File: src/rtl/vlog_xing_pkg.sv
// Shared encodings for the street and pedestrian crossing controllers.
package vlog_xing_pkg;

    localparam int unsigned TIMER_W = 4;

    typedef enum logic [4:0] {
        StreetReset = 5'h01,
        StreetSr0   = 5'h02,
        StreetSr1   = 5'h04,
        StreetSy    = 5'h08,
        StreetSg    = 5'h10
    } street_state_e;

    typedef enum logic [4:0] {
        PedIdle  = 5'h01,
        PedReq   = 5'h02,
        PedWalk  = 5'h04,
        PedFlash = 5'h08,
        PedClear = 5'h10
    } ped_state_e;

    // Any non-one-hot or non-red street value is treated as unsafe for walking.
    function automatic logic is_red(input logic [4:0] s);
        return (s == StreetSr0) || (s == StreetSr1);
    endfunction

endpackage

File: src/rtl/vlog_btn_sync.sv
// Push-button synchronizer with rising-edge detect: one btn_evt pulse per press.
module vlog_btn_sync (
    input  logic clk,
    input  logic rst_n,
    input  logic button,
    output logic btn_evt
);

    logic sync1_q, sync2_q, prev_q;

    always_ff @(posedge clk or negedge rst_n) begin
        if (!rst_n) begin
            sync1_q <= 1'b0;
            sync2_q <= 1'b0;
            prev_q  <= 1'b0;
        end else begin
            sync1_q <= button;
            sync2_q <= sync1_q;
            prev_q  <= sync2_q;
        end
    end

    assign btn_evt = sync2_q & ~prev_q;

endmodule

File: src/rtl/vlog_ped_xing_fsm.sv
// Pedestrian crossing controller driven by the street controller's one-hot state.
// Optional button synchronizer enabled by PED_BTN_SYNC_EN.
module vlog_ped_xing_fsm
    import vlog_xing_pkg::*;
#(
    parameter int unsigned WALK_CYC  = 6,
    parameter int unsigned FLASH_CYC = 4
) (
    input  logic                clk,
    input  logic                rst_n,
    input  logic [4:0]          street_state,
    input  logic                button,
    output logic                ped_waiting,
    output logic                walk,
    output logic                flash,
    output logic                dont_walk,
    output logic [TIMER_W-1:0]  countdown,
    output logic                conflict,
    output logic [4:0]          state_out
);

    localparam logic [TIMER_W-1:0] WalkLoad  = TIMER_W'(WALK_CYC - 1);
    localparam logic [TIMER_W-1:0] FlashLoad = TIMER_W'(FLASH_CYC - 1);

    ped_state_e         state_q, state_d;
    logic [TIMER_W-1:0] timer_q, timer_d;
    logic               req_q, req_d;
    logic               conflict_q, conflict_d;
    logic               btn_evt;
    logic               red_ok;

`ifdef PED_BTN_SYNC_EN
    vlog_btn_sync u_btn_sync (
        .clk     (clk),
        .rst_n   (rst_n),
        .button  (button),
        .btn_evt (btn_evt)
    );
`else
    assign btn_evt = button;
`endif

    assign red_ok = is_red(street_state);

    always_ff @(posedge clk or negedge rst_n) begin
        if (!rst_n) begin
            state_q    <= PedIdle;
            timer_q    <= '0;
            req_q      <= 1'b0;
            conflict_q <= 1'b0;
        end else begin
            state_q    <= state_d;
            timer_q    <= timer_d;
            req_q      <= req_d;
            conflict_q <= conflict_d;
        end
    end

    always_comb begin
        state_d    = state_q;
        timer_d    = timer_q;
        conflict_d = conflict_q;
        req_d      = req_q | btn_evt;
        case (state_q)
            PedIdle: begin
                if (req_q || btn_evt) state_d = PedReq;
            end
            PedReq: begin
                if (red_ok) begin
                    state_d = PedWalk;
                    timer_d = WalkLoad;
                    req_d   = 1'b0;  // a press landing on WALK entry is absorbed
                end
            end
            PedWalk: begin
                if (!red_ok) begin
                    state_d    = PedClear;
                    conflict_d = 1'b1;
                end else if (timer_q == '0) begin
                    state_d = PedFlash;
                    timer_d = FlashLoad;
                end else begin
                    timer_d = timer_q - 1'b1;
                end
            end
            PedFlash: begin
                if (!red_ok) begin
                    state_d    = PedClear;
                    conflict_d = 1'b1;
                end else if (timer_q == '0) begin
                    state_d = PedClear;
                end else begin
                    timer_d = timer_q - 1'b1;
                end
            end
            PedClear: begin
                // Hold until red ends so one red phase never yields two walks.
                if (!red_ok) state_d = req_q ? PedReq : PedIdle;
            end
            default: state_d = PedIdle;
        endcase
    end

    always_comb begin
        walk      = 1'b0;
        flash     = 1'b0;
        dont_walk = 1'b0;
        countdown = '0;
        case (state_q)
            PedWalk: walk = 1'b1;
            PedFlash: begin
                flash     = 1'b1;
                countdown = timer_q + 1'b1;
            end
            default: dont_walk = 1'b1;
        endcase
    end

    assign ped_waiting = req_q;
    assign conflict    = conflict_q;
    assign state_out   = state_q;

endmodule

File: config.mk
export PLATFORM = sky130hd
export DESIGN_NAME = vlog_ped_xing_fsm
export DESIGN_NICKNAME = d
export VERILOG_FILES = /design/src/rtl/vlog_xing_pkg.sv /design/src/rtl/vlog_btn_sync.sv /design/src/rtl/vlog_ped_xing_fsm.sv
export SDC_FILE = /design/constraint.sdc
export NUM_CORES = 1
export LEC_CHECK = 0
export ABC_AREA = 1
export BUFFER_PORTS_ARGS = -buffer_cell sky130_fd_sc_hd__buf_4
export CAP_MARGIN = 20
export CORE_MARGIN = 4
export CORE_UTILIZATION = 30
export DETAILED_ROUTE_END_ITERATION = 10
export HOLD_SLACK_MARGIN = 0.02
export SLEW_MARGIN = 10
export SYNTH_ARGS = -nofsm -noshare
export SYNTH_HDL_FRONTEND = slang
export SYNTH_HIERARCHICAL = 1
export SYNTH_SLANG_ARGS = --single-unit
File: constraint.sdc
create_clock -name clk -period 1.5 [get_ports clk]
set_input_delay 0.075 -clock clk [delete_from_list [all_inputs] [get_ports clk]]
set_output_delay 0.075 -clock clk [all_outputs]
set_load 0.005 [all_outputs]
==> results.md <==
* Class of the worst hold path: in -> reg
* Final hold vios at 0
* R2R Path Start: state_out[1]$_DFFE_PN0P_
* Power, Total at 1.94 mW
* Die H at 61.6 um
* Max-cap violations at 0
* Maximum vdd drop at 0.960 mV
* Drt drc at 0
* Clock sinks at 11
* Worst Hold End: state_out[0]$_DFFE_PN1P_
* Minimum clock period at 1.47 ns
* P&R area growth vs syn at 62.6%
* Antenna Cells at 0
* Hold Crit Depth at 5
* Synth top area share at 29.1%
* First-pass GRT wire length at 3700 um
* Die ar. at 3790 um2
* Unrepaired setup endpoints after global routing: true
* Clock Tree Root: clkbuf_4
* Antenna violations before repair at 0
* Yosys warns at 6
* Grt ovf at 0
* Skew-Pair Late Insertion Delay at 0.27 ns
* Synth area leaders: dfrtp_1 29%, nand2_1 15%, inv_1 8.3%
* Syn Std Cell Area at 861 um2
* Share of cells above drive strength 1 at 50.9%
* Synth area leader: dfrtp_1
* Post-layout util at 50.8%
* Req. time, crit path at 1.42 ns
* Area of the multi-input gates at 618 um2
* Sequential cell area at 279 um2
* RePlAce Congestion at 0.890
* CP max stage delay at 0.42 ns
* Critical path's slowest cell: dfrtp_1
* CTS tree: yes
* Crit share post-route at 98.3%
* Post-Syn Instances at 127
* Post-synth cell types at 25
* CP Cell Sequence: nor2_4 > buf_6 > nand3_4 > nand2_8 > inv_4 > buf_4
* NumNets Final at 184
* Fraction of registers with async set/reset at 100%
* WL per Instance at 11.3 um
* Pin count of the biggest net entering global routing at 12
* Clk buf depth at 2
* Fin. max-slew vios at 0
* Predominant post-synthesis flop cell: dfrtp_1
* Fmax at 678 MHz
* Critical Path Stages at 6
* Clock skew at 0.00204 ns
* Reg2Reg Setup Slack at 0.05 ns
* Placed cell area at 1100 um2
* Most common cell in the netlist: nand2_1
* R2r endpoint: timer_q[3]$_DFFE_PN0P_
* Sequential share of the synthesized area at 32.1%
* Worst EP arrival at 1.40 ns
* Rel. slew slack at 79.3%
* CP Capture Type: output pin
* Die width at 61.6 um
* Final Cell Area at 1400 um2
* CORE AREA at 2760 um2
* Vias in the first global route at 921
* Total GRT Usage at 12.9%
* Pre-antenna DRT Iters at 4
* CP startpoint kind: flop
* Clk slew on worst S/H paths at 0.08 ns
* Floorplan row count at 19
* Place WS at 0.0375 ns
* Leakage power at 0.701 nW
* Power Density at 1390 nW/um2
* Initial core utilization at 31.2%
* Routed wire length at 2310 um
* Setup WS post-layout at 0.0261 ns
* CP delay by family, top: flip-flops
* Finish-stage setup viols at 0
* WP buf/inv at 3
* Total CTS buffers at 3
* Top post-synthesis cells by count: 35 x nand2_1, 19 x inv_1, 14 x nor2_1
* Min-delay src: button
* Initial DRC count at 41
* Syn_area_per_cell at 6.78 um2
* Smallest hold slack at 0.150 ns
* PortBufs at 21
* # H-tree levels at 1
* WS Path Type: reg -> out
* Routed Antenna Nets at 0
* DPL Wire Length at 1690 um
* Outcome: complete, no violations
* Yosys reg bits at 11
* Via count at 951
* Vias/cell at 4.66
* Worst-margin pin slew at 0.310 ns
* Reg2reg path depth at 7
* Syn_nets at 137
* FILL cells at 283
* I/O pin count at 22
* Number of synthesized flops with an enable pin at 0
* CP Max Fanout at 6
## metal layers
metal / global-route usage (%) / up-vias / part of all wire [%]
li1: - / 492 / -
met1: 15.2 / 441 / 41
met2: 23.6 / 14 / 54
met3: 1.89 / 4 / 3.4
met4: 4.55 / 0 / 1.2
met5: 0 / - / 0
## registers in the layout, summed over array words and instances, names as in the netlist
signal	flops
conflict	1
ped_waiting	1
timer_q	4
state_out	5
## cells in the final DEF (no fill, tap or decap)
master | netlist | routed
a21boi_0 | 1 | 1
a21oi_1 | 2 | 1
a21oi_2 | 1 | 1
a21oi_4 | 0 | 1
buf_12 | 0 | 1
buf_4 | 0 | 35
buf_6 | 0 | 5
clkbuf_4 | 0 | 3
clkinv_2 | 0 | 1
dfrtp_1 | 10 | 8
dfrtp_2 | 0 | 2
dfstp_2 | 1 | 1
dlygate4sd3_1 | 0 | 1
ha_2 | 0 | 2
inv_1 | 19 | 14
inv_2 | 3 | 6
inv_4 | 0 | 2
nand2_1 | 35 | 30
nand2_2 | 1 | 6
nand2_8 | 0 | 1
nand3_1 | 12 | 6
nand3_2 | 1 | 6
nand3_4 | 1 | 2
nand4_1 | 2 | 2
nor2_1 | 14 | 11
nor2_4 | 4 | 10
nor3_1 | 1 | 1
o21a_1 | 1 | 1
o21ai_0 | 4 | 1
o21ai_1 | 4 | 6
o21ai_2 | 1 | 2
or2_2 | 1 | 1
xnor2_1 | 2 | 2
## area by class of cell
cell class | instances | area share (%)
Tap cell | 31 | 2.77
Clock inverter | 1 | 0.357
Clock buffer | 3 | 1.61
Multi-Input combinational cell | 94 | 44.1
Inverter | 22 | 6.26
Timing Repair Buffer | 42 | 24.9
Sequential cell | 11 | 19.9
## through the flow
step                instances  setup TNS, ns
global route              204         -0.207
floorplan                 127              0
detailed placement        185              0
finish                    204              0
CTS                       198              0
global placement          185              0
## cell families (layout without fill, tap and decap cells)
logic type / count (synthesis) / in the layout / share of synthesized area (%)
adder cells (fa/ha/maj): 2 / 2 / 2.91
buffers and inverters: 22 / 68 / 9.59
AND/OR/NAND/NOR: 76 / 76 / 43.8
flip-flops: 11 / 11 / 32.1
AO/OA/AOI/OAI: 14 / 14 / 9.59
XOR/XNOR: 2 / 2 / 2.04
## report_power, final
| group | leakage [nW] | switching [mW] | internal, mW |
|---|---|---|---|
| clock network | 0.0177 | 0.110 | 0.0988 |
| registers | 0.123 | 0.0840 | 0.390 |
| logic | 0.561 | 0.654 | 0.608 |
| total | 0.701 | 0.848 | 1.10 |
## worst reg2reg max path, delay by kind of cell, from the launching register on
family | cells | cell delay (ns)
AOI/OAI and AO/OA | 1 | 0.11
buffers and inverters | 2 | 0.31
and+or+nand+nor | 4 | 0.56
DFF | 1 | 0.42
## repair_timing
action                                  in CTS  in global routing
setup buffers                                8                  6
endpoints found under the setup margin       3                 13
gates cloned                                 0                  0
pin swaps                                    2                 15
hold buffers                                 1                  0
gates resized for setup                      3                 41
endpoints found under the hold margin       11                  0
## how the worst max path moves through the flow
stage	from	endpoint	slack (ns)
floorplan	timer_q[0]$_DFFE_PN0P_	state_out[3]$_DFFE_PN0P_	0.15
global placement	state_out[1]$_DFFE_PN0P_	timer_q[3]$_DFFE_PN0P_	0.06
detailed placement	state_out[1]$_DFFE_PN0P_	timer_q[3]$_DFFE_PN0P_	0.04
CTS	state_out[1]$_DFFE_PN0P_	dont_walk	0.002
global route	state_out[1]$_DFFE_PN0P_	walk	-0.04
finish	state_out[1]$_DFFE_PN0P_	dont_walk	0.03
No activity file was read; power rests on OpenSTA's default activity.
